`src/rtl/spi_mem_arbiter_pkg.sv`:
```
// Shared types and constants for the SPI memory arbiter.
package spi_mem_pkg;

  localparam int DEFAULT_ADDR_W = 16;
  localparam logic [7:0] SPI_ERR_BYTE = 8'hFF;

  typedef enum logic [2:0] {
    IDLE  = 3'd0,
    ISSUE = 3'd1,
    WAIT  = 3'd2,
    DRAIN = 3'd3,
    GAP   = 3'd4
  } arb_state_e;

endpackage

```
`src/rtl/spi_mem_arbiter_rr_arb2.sv`:
```
// Two-way round-robin picker; last_grant is held by the parent.
module rr_arb2 (
  input  logic [1:0] req,
  input  logic       last_grant,
  output logic [1:0] grant
);

  always_comb begin
    grant = 2'b00;
    unique case (req)
      2'b01:   grant = 2'b01;
      2'b10:   grant = 2'b10;
      2'b11:   grant = last_grant ? 2'b01 : 2'b10;
      default: grant = 2'b00;
    endcase
  end

endmodule

```
`src/rtl/spi_mem_arbiter.sv`:
```
// Arbitrates two read requesters onto one spi_read_byte master, with
// a CS-high gap between transactions and a timeout on a stalled master.
module spi_mem_arbiter
  import spi_mem_pkg::*;
#(
  parameter int ADDR_W     = DEFAULT_ADDR_W,
  parameter int GAP_CYCLES = 2,
  parameter int TIMEOUT    = 64
) (
  input  logic              clk,
  input  logic              rst_n,
  input  logic              ena,
  input  logic              req0,
  input  logic [ADDR_W-1:0] addr0,
  output logic              gnt0,
  output logic              rvalid0,
  input  logic              req1,
  input  logic [ADDR_W-1:0] addr1,
  output logic              gnt1,
  output logic              rvalid1,
  output logic [7:0]        rdata,
  output logic              rerr,
  output logic              m_start,
  output logic [ADDR_W-1:0] m_addr,
  input  logic              m_busy,
  input  logic              m_done,
  input  logic [7:0]        m_data
);

  localparam int TO_W  = $clog2(TIMEOUT + 1);
  localparam int GAP_W = (GAP_CYCLES > 0) ? $clog2(GAP_CYCLES + 1) : 1;
  localparam logic [TO_W-1:0]  TO_LAST  = TO_W'(TIMEOUT - 1);
  localparam logic [GAP_W-1:0] GAP_LAST = GAP_W'((GAP_CYCLES > 0) ? GAP_CYCLES - 1 : 0);

  arb_state_e        state_q, state_d;
  logic              run_q;
  logic              last_grant_q;
  logic              owner_q;
  logic              rvalid_q;
  logic [TO_W-1:0]   to_cnt_q;
  logic [GAP_W-1:0]  gap_cnt_q;
  logic [1:0]        req_m;
  logic [1:0]        pick;
  logic              grant_ok;
  logic              done_hit;
  logic              timeout_hit;

  // A port still receiving its result this cycle is not re-granted.
  assign req_m = {req1, req0} & ~{rvalid1, rvalid0};

  rr_arb2 u_rr (
    .req        (req_m),
    .last_grant (last_grant_q),
    .grant      (pick)
  );

  assign rvalid0 = rvalid_q & ~owner_q;
  assign rvalid1 = rvalid_q &  owner_q;

  always_ff @(posedge clk or negedge rst_n) begin
    if (!rst_n) state_q <= IDLE;
    else        state_q <= state_d;
  end

  always_comb begin
    state_d     = state_q;
    grant_ok    = 1'b0;
    gnt0        = 1'b0;
    gnt1        = 1'b0;
    m_start     = 1'b0;
    done_hit    = 1'b0;
    timeout_hit = 1'b0;
    unique case (state_q)
      IDLE: begin
        // run_q keeps grants quiet while rst_n is asserted.
        grant_ok = run_q && ena && !m_busy;
        gnt0     = grant_ok && pick[0];
        gnt1     = grant_ok && pick[1];
        if (gnt0 || gnt1) state_d = ISSUE;
      end
      ISSUE: begin
        m_start = 1'b1;
        state_d = WAIT;
      end
      WAIT: begin
        if (m_done) begin
          done_hit = 1'b1;
          if (GAP_CYCLES == 0) state_d = IDLE;
          else                 state_d = GAP;
        end else if (to_cnt_q >= TO_LAST) begin
          timeout_hit = 1'b1;
          state_d     = DRAIN;
        end
      end
      DRAIN: begin
        if (!m_busy) begin
          if (GAP_CYCLES == 0) state_d = IDLE;
          else                 state_d = GAP;
        end
      end
      GAP: begin
        if (gap_cnt_q == GAP_LAST) state_d = IDLE;
      end
      default: state_d = IDLE;
    endcase
  end

  always_ff @(posedge clk or negedge rst_n) begin
    if (!rst_n) begin
      run_q        <= 1'b0;
      last_grant_q <= 1'b1;
      owner_q      <= 1'b0;
      rvalid_q     <= 1'b0;
      m_addr       <= '0;
      rdata        <= '0;
      rerr         <= 1'b0;
      to_cnt_q     <= '0;
      gap_cnt_q    <= '0;
    end else begin
      run_q    <= 1'b1;
      rvalid_q <= done_hit || timeout_hit;

      if (gnt0) begin
        m_addr       <= addr0;
        owner_q      <= 1'b0;
        last_grant_q <= 1'b0;
      end else if (gnt1) begin
        m_addr       <= addr1;
        owner_q      <= 1'b1;
        last_grant_q <= 1'b1;
      end

      // Counts cycles since ISSUE so the error pulse lands TIMEOUT cycles after start.
      if (state_q == ISSUE)     to_cnt_q <= TO_W'(1);
      else if (state_q == WAIT) to_cnt_q <= to_cnt_q + 1'b1;

      if (done_hit) begin
        rdata <= m_data;
        rerr  <= 1'b0;
      end else if (timeout_hit) begin
        rdata <= SPI_ERR_BYTE;
        rerr  <= 1'b1;
      end

      if (state_q == GAP) gap_cnt_q <= gap_cnt_q + 1'b1;
      else                gap_cnt_q <= '0;
    end
  end

endmodule
```
`config.mk`:
```
export PLATFORM = sky130hd
export DESIGN_NAME = spi_mem_arbiter
export DESIGN_NICKNAME = d
export VERILOG_FILES = /design/src/rtl/spi_mem_arbiter_pkg.sv /design/src/rtl/spi_mem_arbiter_rr_arb2.sv /design/src/rtl/spi_mem_arbiter.sv
export SDC_FILE = /design/constraint.sdc
export NUM_CORES = 1
export LEC_CHECK = 0
export ABC_AREA = 1
export BUFFER_PORTS_ARGS = -buffer_cell sky130_fd_sc_hd__buf_2
export CORE_MARGIN = 2
export CORE_UTILIZATION = 37
export DETAILED_ROUTE_END_ITERATION = 7
export PLACE_DENSITY = 0.69
export SLEW_MARGIN = 20
export SYNTH_ARGS = -nofsm -noshare
export SYNTH_HDL_FRONTEND = slang
export SYNTH_SLANG_ARGS = --single-unit
```
`constraint.sdc`:
```
create_clock -name clk -period 1.95 [get_ports clk]
set_input_delay 0.2925 -clock clk [delete_from_list [all_inputs] [get_ports clk]]
set_output_delay 0.2925 -clock clk [all_outputs]
set_load 0.01 [all_outputs]
```
==> results.json, run 1 <==
{
  "initial_core_util": 0.3766,
  "grt_start_max_net_pins": 42,
  "setup_viol": 0,
  "pin_count": 77,
  "cts-resized-gates": 0,
  "place_area_sq_um": 2486,
  "postRouteAntennaNets": 0,
  "gr-total-overflow": 0,
  "maxCapViolCount": 0,
  "synth_area_sq_um": 2036,
  "crit_required_ps": 1660,
  "area_growth_pct": 27.90,
  "grt_usage": 0.1556,
  "gp_congestion": 0.8275,
  "first_pass_iters": 4,
  "core_region_area_sq_um": 5405,
  "syn_nets": 284,
  "final_util": 0.4817,
  "viasPerCell": 4.682,
  "numPortBuffers": 76,
  "hold_violations": 0,
  "htreeDepth": 2,
  "layout-drive-gt1-share": 0.3585,
  "period_share": 0.9463,
  "p_leak_nw": 1.420,
  "clock_path_buffers": 2,
  "hp-class": "in -> async",
  "p_clk_frac": 0.211,
  "power-per-cell-area_nw_per_um2": 1283,
  "p_int_mw": 2.112,
  "fin_area_sq_um": 2604,
  "critical_path.endpoint": "gnt1",
  "vias": 1826,
  "wl_per_cell_um": 11.50,
  "die_h_um": 78.18,
  "antenna_cells": 0,
  "relSlewSlack": 0.6507,
  "switching_share": 0.3678,
  "first_iter_violations": 48,
  "synthCells": 235,
  "reg2reg_from": "to_cnt_q[0]$_DFFE_PN0P_",
  "outcome": "finished, final reports clean",
  "cp-startpoint": "state_q[2]$_DFFE_PN0P_",
  "drc_errors": 0,
  "cp_max_fo": 17,
  "num-fill-cells": 548,
  "cts_sinks": 41,
  "synth_area_per_cell_sq_um": 8.663,
  "seqPwrFrac": 0.421,
  "crit_type": "reg -> out",
  "ys_types": 30,
  "cts_buffers": 5,
  "ir_drop_uv": 528.7,
  "fmax_mhz": 541.9,
  "maxSlewViolCount": 0,
  "wl_um": 4485,
  "cts_hold_buffers": 0,
  "end_kind": "output port",
  "rows": 27,
  "final_common_cell": "buf_2",
  "seq_area_frac_synth": 0.5046,
  "comb_power_share": 0.369,
  "cts_tree": "done",
  "grt_first_pass_wirelength_um": 7617,
  "rsz0062_at_grt": "no",
  "finalClockSkew_ps": 5.992,
  "worst_slew_pin_slew_ps": 524.0,
  "synth_warnings": 0,
  "period_needed_ps": 1845,
  "place_hpwl_um": 3296,
  "clockRootBuffer": "clkbuf_8",
  "worst_ep_arrival_time_ps": 1550,
  "power_switching_mw": 1.229,
  "ys_seq_elements": 41,
  "final_cell_mix": "buf_2, nand2_1, dfrtp_1",
  "die_w_um": 78.18,
  "clk_latency_ps": 290,
  "critPathLaunchType": "flip-flop",
  "cts.reportedPaths.clkPinSlew_ps": 70,
  "grt_pass1_vias": 1685,
  "reg2reg_slack_ps": 470,
  "r2r-end": "rerr$_DFFE_PN0P_",
  "dieArea_sq_um": 6111,
  "worstRegToRegCells": 9,
  "finalSetupTns_ps": 0,
  "num-nets-final": 366,
  "postCtsSetupRepairBufs": 0,
  "grt_antenna_before_repair": 0
}
==> sequential cells by signal, summed over array words and instances (netlist names), 2 cells and up <==
register,cells
m_addr,16
state_q,3
gap_cnt_q,2
rdata,8
to_cnt_q,7
==> stage by stage <==
step	std cells	total power, mW	hold WS (ps)	setup slack [ps]
floorplan	235	2.186	-3.091	488.1
global placement	382	2.628	387.8	421.5
detailed placement	382	2.669	392.2	377.2
CTS	390	3.389	66.78	48.90
global route	390	3.621	98.56	5.982
finish	390	3.341	48.20	104.8
==> cell usage after synthesis <==
cell type | instances | share of area
a211oi_1 | 1 | 0.0037
a21o_1 | 1 | 0.0037
a21oi_1 | 3 | 0.0074
a22o_2 | 1 | 0.0049
buf_2 | 1 | 0.0025
buf_6 | 2 | 0.011
buf_8 | 1 | 0.0074
conb_1 | 1 | 0.0018
dfrtp_1 | 40 | 0.49
dfstp_2 | 1 | 0.013
ha_1 | 2 | 0.012
inv_1 | 21 | 0.039
inv_2 | 3 | 0.0055
inv_4 | 2 | 0.0061
inv_6 | 1 | 0.0043
nand2_1 | 55 | 0.10
nand2_2 | 3 | 0.0092
nand3_1 | 30 | 0.074
nand3_2 | 9 | 0.044
nand3_4 | 2 | 0.017
nand3b_1 | 1 | 0.0037
nand4_1 | 4 | 0.012
nor2_1 | 34 | 0.063
nor2_2 | 1 | 0.0031
nor2_4 | 2 | 0.011
nor3_1 | 1 | 0.0025
nor3_4 | 2 | 0.016
o21ai_0 | 7 | 0.017
o21bai_1 | 2 | 0.0074
xnor2_1 | 1 | 0.0043
==> cell type report <==
type / instances / area, sq um / share of cell area
multi-input combinational: 163 / 854.6 / 0.3282
clock buffer: 7 / 86.33 / 0.03316
sequential: 41 / 1028 / 0.3950
clock inverter: 1 / 30.03 / 0.01153
tap: 72 / 90.09 / 0.03460
inverter: 27 / 111.4 / 0.04277
timing repair buffer: 79 / 402.9 / 0.1547
==> cell families after synthesis <==
family          Yosys count  synth area share
buf+inv                  31           0.07560
fa+ha+maj                 2           0.01229
flops                    41            0.5046
xor+xnor                  1          0.004303
simple gates            144            0.3571
other cells               1          0.001842
compound gates           15           0.04425
==> power groups by stage <==
stage | logic [mW] | clock network (mW) | registers, mW
2_1_floorplan | 0.665 | 0 | 1.52
3_3_place_gp | 1.22 | 0 | 1.41
3_5_place_dp | 1.25 | 0 | 1.41
4_1_cts | 1.26 | 0.727 | 1.41
5_1_grt | 1.41 | 0.759 | 1.45
6_report | 1.23 | 0.703 | 1.41
==> worst max-delay path, cell delays in order, from the launching register on <==
cell and delay, ps:
dfrtp_1 460, nor3_4 340, nand3_4 120, inv_4 170, buf_2 160
==> how the worst min path moves through the flow <==
| stage | endpoint | slack [ps] | cells past startpoint |
|---|---|---|---|
| detailed placement | m_addr[8]$_DFFE_PN0P_ | 390 | 2 |
| finish | m_addr[8]$_DFFE_PN0P_ | 50 | 2 |
| floorplan | gap_cnt_q[0]$_DFF_PN0_ | -3 | 0 |
| global route | m_addr[6]$_DFFE_PN0P_ | 100 | 2 |
| global placement | m_addr[13]$_DFFE_PN0P_ | 390 | 2 |
| CTS | m_addr[6]$_DFFE_PN0P_ | 70 | 2 |
==> per-layer routing <==
layer  global-route usage  wire (um)
met1               0.2003       2016
met2               0.2569       2179
met3              0.03103        206
met4              0.06316         82
met5                    0          0
Power figures use the tool's default switching activity.
==> run 2, diff against run 1 <==
--- a/config.mk
+++ b/config.mk
@@ -8,9 +8,10 @@
 export ABC_AREA = 1
 export BUFFER_PORTS_ARGS = -buffer_cell sky130_fd_sc_hd__buf_2
 export CORE_MARGIN = 2
-export CORE_UTILIZATION = 37
+export CORE_UTILIZATION = 35
 export DETAILED_ROUTE_END_ITERATION = 7
-export PLACE_DENSITY = 0.69
+export PLACE_DENSITY = 0.66
+export REMOVE_ABC_BUFFERS = 1
 export SLEW_MARGIN = 20
 export SYNTH_ARGS = -nofsm -noshare
 export SYNTH_HDL_FRONTEND = slang
==> run 2 against run 1 <==
Compared with the run above:
- sequential share of layout area hardly changed
- count of clock-buffer cells in the layout stayed put
- critical path depth stayed put
- combinational power hardly changed
- hold slack better by 170 ps
- register-to-register slack hardly changed
- clock power is 18% lower
- critical endpoint unchanged
==> results.json, run 2 (synthesized netlist as in run 1, its figures left out) <==
{
  "vias": 1816,
  "num-fill-cells": 573,
  "die_h_um": 80.27,
  "cts_tree": "done",
  "final_cell_mix": "buf_2, nand2_1, dfrtp_1",
  "finalClockSkew_ps": 8.409,
  "period_needed_ps": 1814,
  "slowest_stage": "dfrtp_1",
  "end_kind": "output port",
  "dieArea_sq_um": 6442,
  "p_leak_nw": 1.414,
  "hold_start": "addr0[4]",
  "viasPerCell": 4.633,
  "first_iter_violations": 66,
  "place_area_sq_um": 2486,
  "htreeDepth": 2,
  "finalSetupTns_ps": 0,
  "clockRootBuffer": "clkbuf_8",
  "worst_ep_arrival_time_ps": 1520,
  "clock_path_buffers": 2,
  "drc_errors": 0,
  "postRouteAntennaNets": 0,
  "hold_violations": 0,
  "wl_um": 4734,
  "largest_reg_flops": 16,
  "critPathLaunchType": "flip-flop",
  "first_pass_iters": 5,
  "grt_pass1_vias": 1740,
  "gr-total-overflow": 0,
  "maxCapViolCount": 0,
  "num-nets-final": 368,
  "dpl_worst_slack_ps": 374.3,
  "rows": 27,
  "crit_type": "reg -> out",
  "slowest_delay_ps": 460,
  "core_region_area_sq_um": 5574,
  "initial_core_util": 0.3652,
  "pin_count": 77,
  "crit_path_cell_trace": "nor3_4 > nand3_4 > inv_6 > buf_2",
  "whs_endpoint": "m_addr[4]$_DFFE_PN0P_",
  "final.setup.worst_slack_ps": 135.8,
  "crit_required_ps": 1660,
  "seqCellArea_sq_um": 1028,
  "cts_sinks": 41,
  "grt_usage": 0.1548,
  "grt_start_max_net_pins": 26,
  "power_switching_mw": 1.234,
  "grt_first_pass_wirelength_um": 7672,
  "layout-drive-gt1-share": 0.3594,
  "antenna_cells": 0,
  "cts.reportedPaths.clkPinSlew_ps": 80,
  "outcome": "finished, final reports clean",
  "wl_per_cell_um": 12.08,
  "fmax_mhz": 551.2,
  "rsz0062_at_grt": "no",
  "gp_congestion": 0.8111,
  "setup_viol": 0,
  "r2r-end": "rdata[6]$_DFFE_PN0P_",
  "comb_power_share": 0.387,
  "cp_max_fo": 17,
  "ir_drop_uv": 642.6,
  "power-per-cell-area_nw_per_um2": 1244,
  "worstRegToRegCells": 9,
  "reg2reg_slack_ps": 460,
  "grt_antenna_before_repair": 0,
  "final_common_cell": "buf_2",
  "multi_input_area_sq_um": 854.6,
  "area_growth_pct": 27.78,
  "reg2reg_from": "to_cnt_q[0]$_DFFE_PN0P_",
  "maxSlewViolCount": 0,
  "p_clk_frac": 0.177,
  "seqPwrFrac": 0.436,
  "fin_area_sq_um": 2601,
  "numPortBuffers": 76,
  "place_hpwl_um": 3638,
  "reg_top3": "m_addr (16), rdata (8), to_cnt_q (7)",
  "switching_share": 0.3813,
  "period_share": 0.9304,
  "clk_latency_ps": 290,
  "die_w_um": 80.27,
  "p_int_mw": 2.003,
  "holdPathStages": 3,
  "largest-register": "m_addr",
  "cts_buffers": 5,
  "hp-class": "in -> reg"
}
## run 2: cell types whose count changed in the layout (fill, tap and decap cells not counted)
cell / previous run / this run
bufinv_16: 1 / 0
clkinvlp_4: 0 / 1
dlygate4sd3_1: 0 / 1
buf_4: 3 / 4
inv_4: 2 / 1
inv_6: 1 / 2
## run 2: through the flow
step,instances,power (mW),utilization,hold slack [ps]
floorplan,231,2.176,-,-3.091
global placement,382,2.645,0.4460,233.0
detailed placement,382,2.680,0.4460,231.6
CTS,391,3.273,0.4646,206.6
global route,392,3.523,0.4667,214.0
finish,392,3.237,0.4667,217.3
## run 2: cell type report
type | count | area share
Sequential cell | 41 | 0.3954
Timing Repair Buffer | 81 | 0.1616
Tap cell | 72 | 0.03463
Inverter | 27 | 0.04377
Clock inverter | 1 | 0.002886
Multi-Input combinational cell | 163 | 0.3285
Clock buffer | 7 | 0.03319
## run 2: metal layers
layer,global-route usage,up-vias,routed length [um]
met4,0.06102,0,46
met5,0,-,0
met3,0.03596,4,169
met2,0.2625,41,2472
met1,0.1898,853,2046
li1,-,918,-
## run 2: power groups by stage
stage | combinational [mW] | clock [mW] | sequential (mW)
after floorplan | 0.655 | 0 | 1.52
after global placement | 1.23 | 0 | 1.42
after detailed placement | 1.25 | 0 | 1.43
after CTS | 1.26 | 0.601 | 1.41
after global routing | 1.42 | 0.641 | 1.46
final | 1.25 | 0.573 | 1.41
## run 2: how the worst max path moves through the flow
stage                                      start  endpoint  slack [ps]  cells past startpoint
final                     state_q[2]$_DFFE_PN0P_      gnt1         140                      4
after global routing      state_q[2]$_DFFE_PN0P_      gnt1          30                      4
after CTS                 state_q[0]$_DFFE_PN0P_      gnt1          50                      4
after detailed placement  state_q[0]$_DFFE_PN0P_      gnt1         370                      4
after global placement    state_q[0]$_DFFE_PN0P_      gnt1         420                      4
after floorplan           state_q[0]$_DFFE_PN0P_      gnt1         490                      3
## run 2: critical path: cells and delay by family (launching register included)
family,cells,cell delay (ps)
DFF,1,460
buffers and inverters,2,300
and+or+nand+nor,2,470
## run 2: what timing repair did
item,CTS,global route
setup endpoints to repair,0,2
buffers inserted,0,1
gates resized for setup,0,2
hold buffers,1,0
endpoints found under the hold margin,16,0
==> run 3, diff against run 2 <==
--- a/config.mk
+++ b/config.mk
@@ -10,8 +10,9 @@
 export CORE_MARGIN = 2
 export CORE_UTILIZATION = 35
 export DETAILED_ROUTE_END_ITERATION = 7
-export PLACE_DENSITY = 0.66
+export PLACE_DENSITY = 0.68
 export REMOVE_ABC_BUFFERS = 1
+export SETUP_SLACK_MARGIN = 0.5
 export SLEW_MARGIN = 20
 export SYNTH_ARGS = -nofsm -noshare
 export SYNTH_HDL_FRONTEND = slang
==> run 3 against run 2 <==
Compared with the run above:
- worst setup slack gained 200 ps
- critical path depth is the same
- via count grew 5.8%
- largest power group is now combinational cells
- wire length grew 10%
- clock skew shrank 0.53 ps
- utilization grew 6.3 points
- final cell count grew 5.4%
- sequential share of layout area shrank 4.6 points
- cell area grew 14%
==> results.json, run 3 (synthesized netlist as in run 1, its figures left out) <==
{
  "outcome": "finished, final reports clean",
  "grt_pass1_vias": 1706,
  "ir_drop_uv": 576.6,
  "seqCellArea_sq_um": 1031,
  "initial_core_util": 0.3652,
  "dieArea_sq_um": 6442,
  "end_kind": "output port",
  "postRouteAntennaNets": 0,
  "multi_input_area_sq_um": 970.9,
  "p_int_mw": 2.264,
  "wl_per_cell_um": 12.62,
  "reg_top3": "m_addr (16), rdata (8), to_cnt_q (7)",
  "antenna_cells": 0,
  "worst_slew_pin_slew_ps": 633.4,
  "relSlewSlack": 0.5778,
  "drc_errors": 0,
  "wl_um": 5214,
  "dr_wl_met2_um": 2742,
  "numPortBuffers": 76,
  "htreeDepth": 2,
  "cp_max_fo": 3,
  "clockRootBuffer": "clkbuf_8",
  "fin_area_sq_um": 2954,
  "place_hpwl_um": 3504,
  "critPathLaunchType": "flip-flop",
  "rsz0062_at_grt": "yes",
  "topRoutingLayerUsed": "met4",
  "gp_congestion": 0.8375,
  "stdcell_count": 413,
  "die_w_um": 80.27,
  "largest_reg_flops": 16,
  "seqPwrFrac": 0.388,
  "cts_sinks": 41,
  "period_share": 0.8260,
  "maxSlewViolCount": 0,
  "largest-register": "m_addr",
  "place_area_sq_um": 2506,
  "layout-drive-gt1-share": 0.4868,
  "dp.cells": 383,
  "finalClockSkew_ps": 7.883,
  "gr-total-overflow": 0,
  "met1_length_um": 2235,
  "clock_path_buffers": 2,
  "switching_share": 0.3800,
  "worstRegToRegCells": 9,
  "finalSetupTns_ps": 0,
  "comb_power_share": 0.441,
  "first_pass_iters": 4,
  "grt_start_max_net_pins": 28,
  "crit_type": "reg -> out",
  "first_iter_violations": 61,
  "dpl_worst_slack_ps": 414.4,
  "p_leak_nw": 1.551,
  "power_mw": 3.651,
  "hp-class": "in -> async",
  "cts_hold_buffers": 0,
  "hold_violations": 0,
  "final_common_cell": "buf_2",
  "core_region_area_sq_um": 5574,
  "final_util": 0.5300,
  "num-nets-final": 389,
  "fmax_mhz": 620.9,
  "area_growth_pct": 45.11,
  "grt_antenna_before_repair": 0,
  "pin_count": 77,
  "p_clk_frac": 0.171,
  "setup_viol": 0,
  "period_needed_ps": 1611,
  "num-fill-cells": 505,
  "final_cell_mix": "buf_2, nand2_1, dfrtp_1",
  "cts_tree": "done",
  "rows": 27,
  "vias": 1921,
  "maxCapViolCount": 0,
  "power-per-cell-area_nw_per_um2": 1236,
  "cts_buffers": 5,
  "worst_ep_arrival_time_ps": 1320,
  "cts.reportedPaths.clkPinSlew_ps": 80,
  "grt_first_pass_wirelength_um": 7872,
  "crit_required_ps": 1660,
  "power_switching_mw": 1.387,
  "met3WireLength_um": 180,
  "viasPerCell": 4.651,
  "die_h_um": 80.27,
  "whs_ps": 13.70,
  "clk_latency_ps": 290,
  "grt_usage": 0.1586,
  "final.setup.worst_slack_ps": 339.4
}
==> run 3: cell types whose count changed in the layout (fill, tap and decap cells not counted), sizes merged <==
cell,previous run,this run
dlygate4sd3,1,0
clkinvlp,1,0
clkinv,0,2
buf,80,102
inv,27,26
==> run 3: worst paths after layout <==
kind                                               end                    start  slack, ps
worst max-delay path                              gnt0   state_q[2]$_DFFE_PN0P_        340
worst min-delay path              rdata[3]$_DFFE_PN0P_                    rst_n         10
worst max register to register      rvalid_q$_DFF_PN0_  to_cnt_q[0]$_DFFE_PN0P_        420
worst min register to register  gap_cnt_q[0]$_DFF_PN0_   gap_cnt_q[0]$_DFF_PN0_        430
max in group asynchronous       state_q[1]$_DFFE_PN0P_                    rst_n       1420
min in group clk                 m_addr[5]$_DFFE_PN0P_                 addr1[5]        220
==> run 3: metal layers <==
| metal | global-route usage | up-vias |
|---|---|---|
| li1 | - | 960 |
| met1 | 0.2061 | 912 |
| met2 | 0.2633 | 43 |
| met3 | 0.03483 | 6 |
| met4 | 0.04915 | 0 |
| met5 | 0 | - |
==> run 3: final cells by class <==
| cell class | count | area share |
|---|---|---|
| Clock buffer | 7 | 0.03261 |
| Clock inverter | 1 | 0.002965 |
| Inverter | 27 | 0.04278 |
| Multi-Input combinational cell | 163 | 0.3287 |
| Sequential cell | 41 | 0.3490 |
| Tap cell | 72 | 0.03050 |
| Timing Repair Buffer | 102 | 0.2135 |
==> run 3: what timing repair did <==
action | CTS | global route
gates cloned | 1 | 0
resized for setup | 13 | 48
endpoints found under the setup margin | 26 | 38
buffers inserted | 9 | 12
pin swaps | 5 | 11
endpoints found under the hold margin | 0 | 0
==> run 3: critical path, stage by stage, from the launching register on <==
cell,delay [ps]
dfrtp_2,430
nor3_4,310
nand3_4,140
inv_8,70
buf_6,90
==> run 3: power groups by stage <==
| stage | Clock [mW] | Sequential [mW] | Combinational, mW |
|---|---|---|---|
| floorplan | 0 | 1.52 | 0.655 |
| global placement | 0 | 1.41 | 1.23 |
| detailed placement | 0 | 1.42 | 1.25 |
| CTS | 0.645 | 1.39 | 1.38 |
| global route | 0.691 | 1.45 | 1.78 |
| finish | 0.626 | 1.42 | 1.61 |
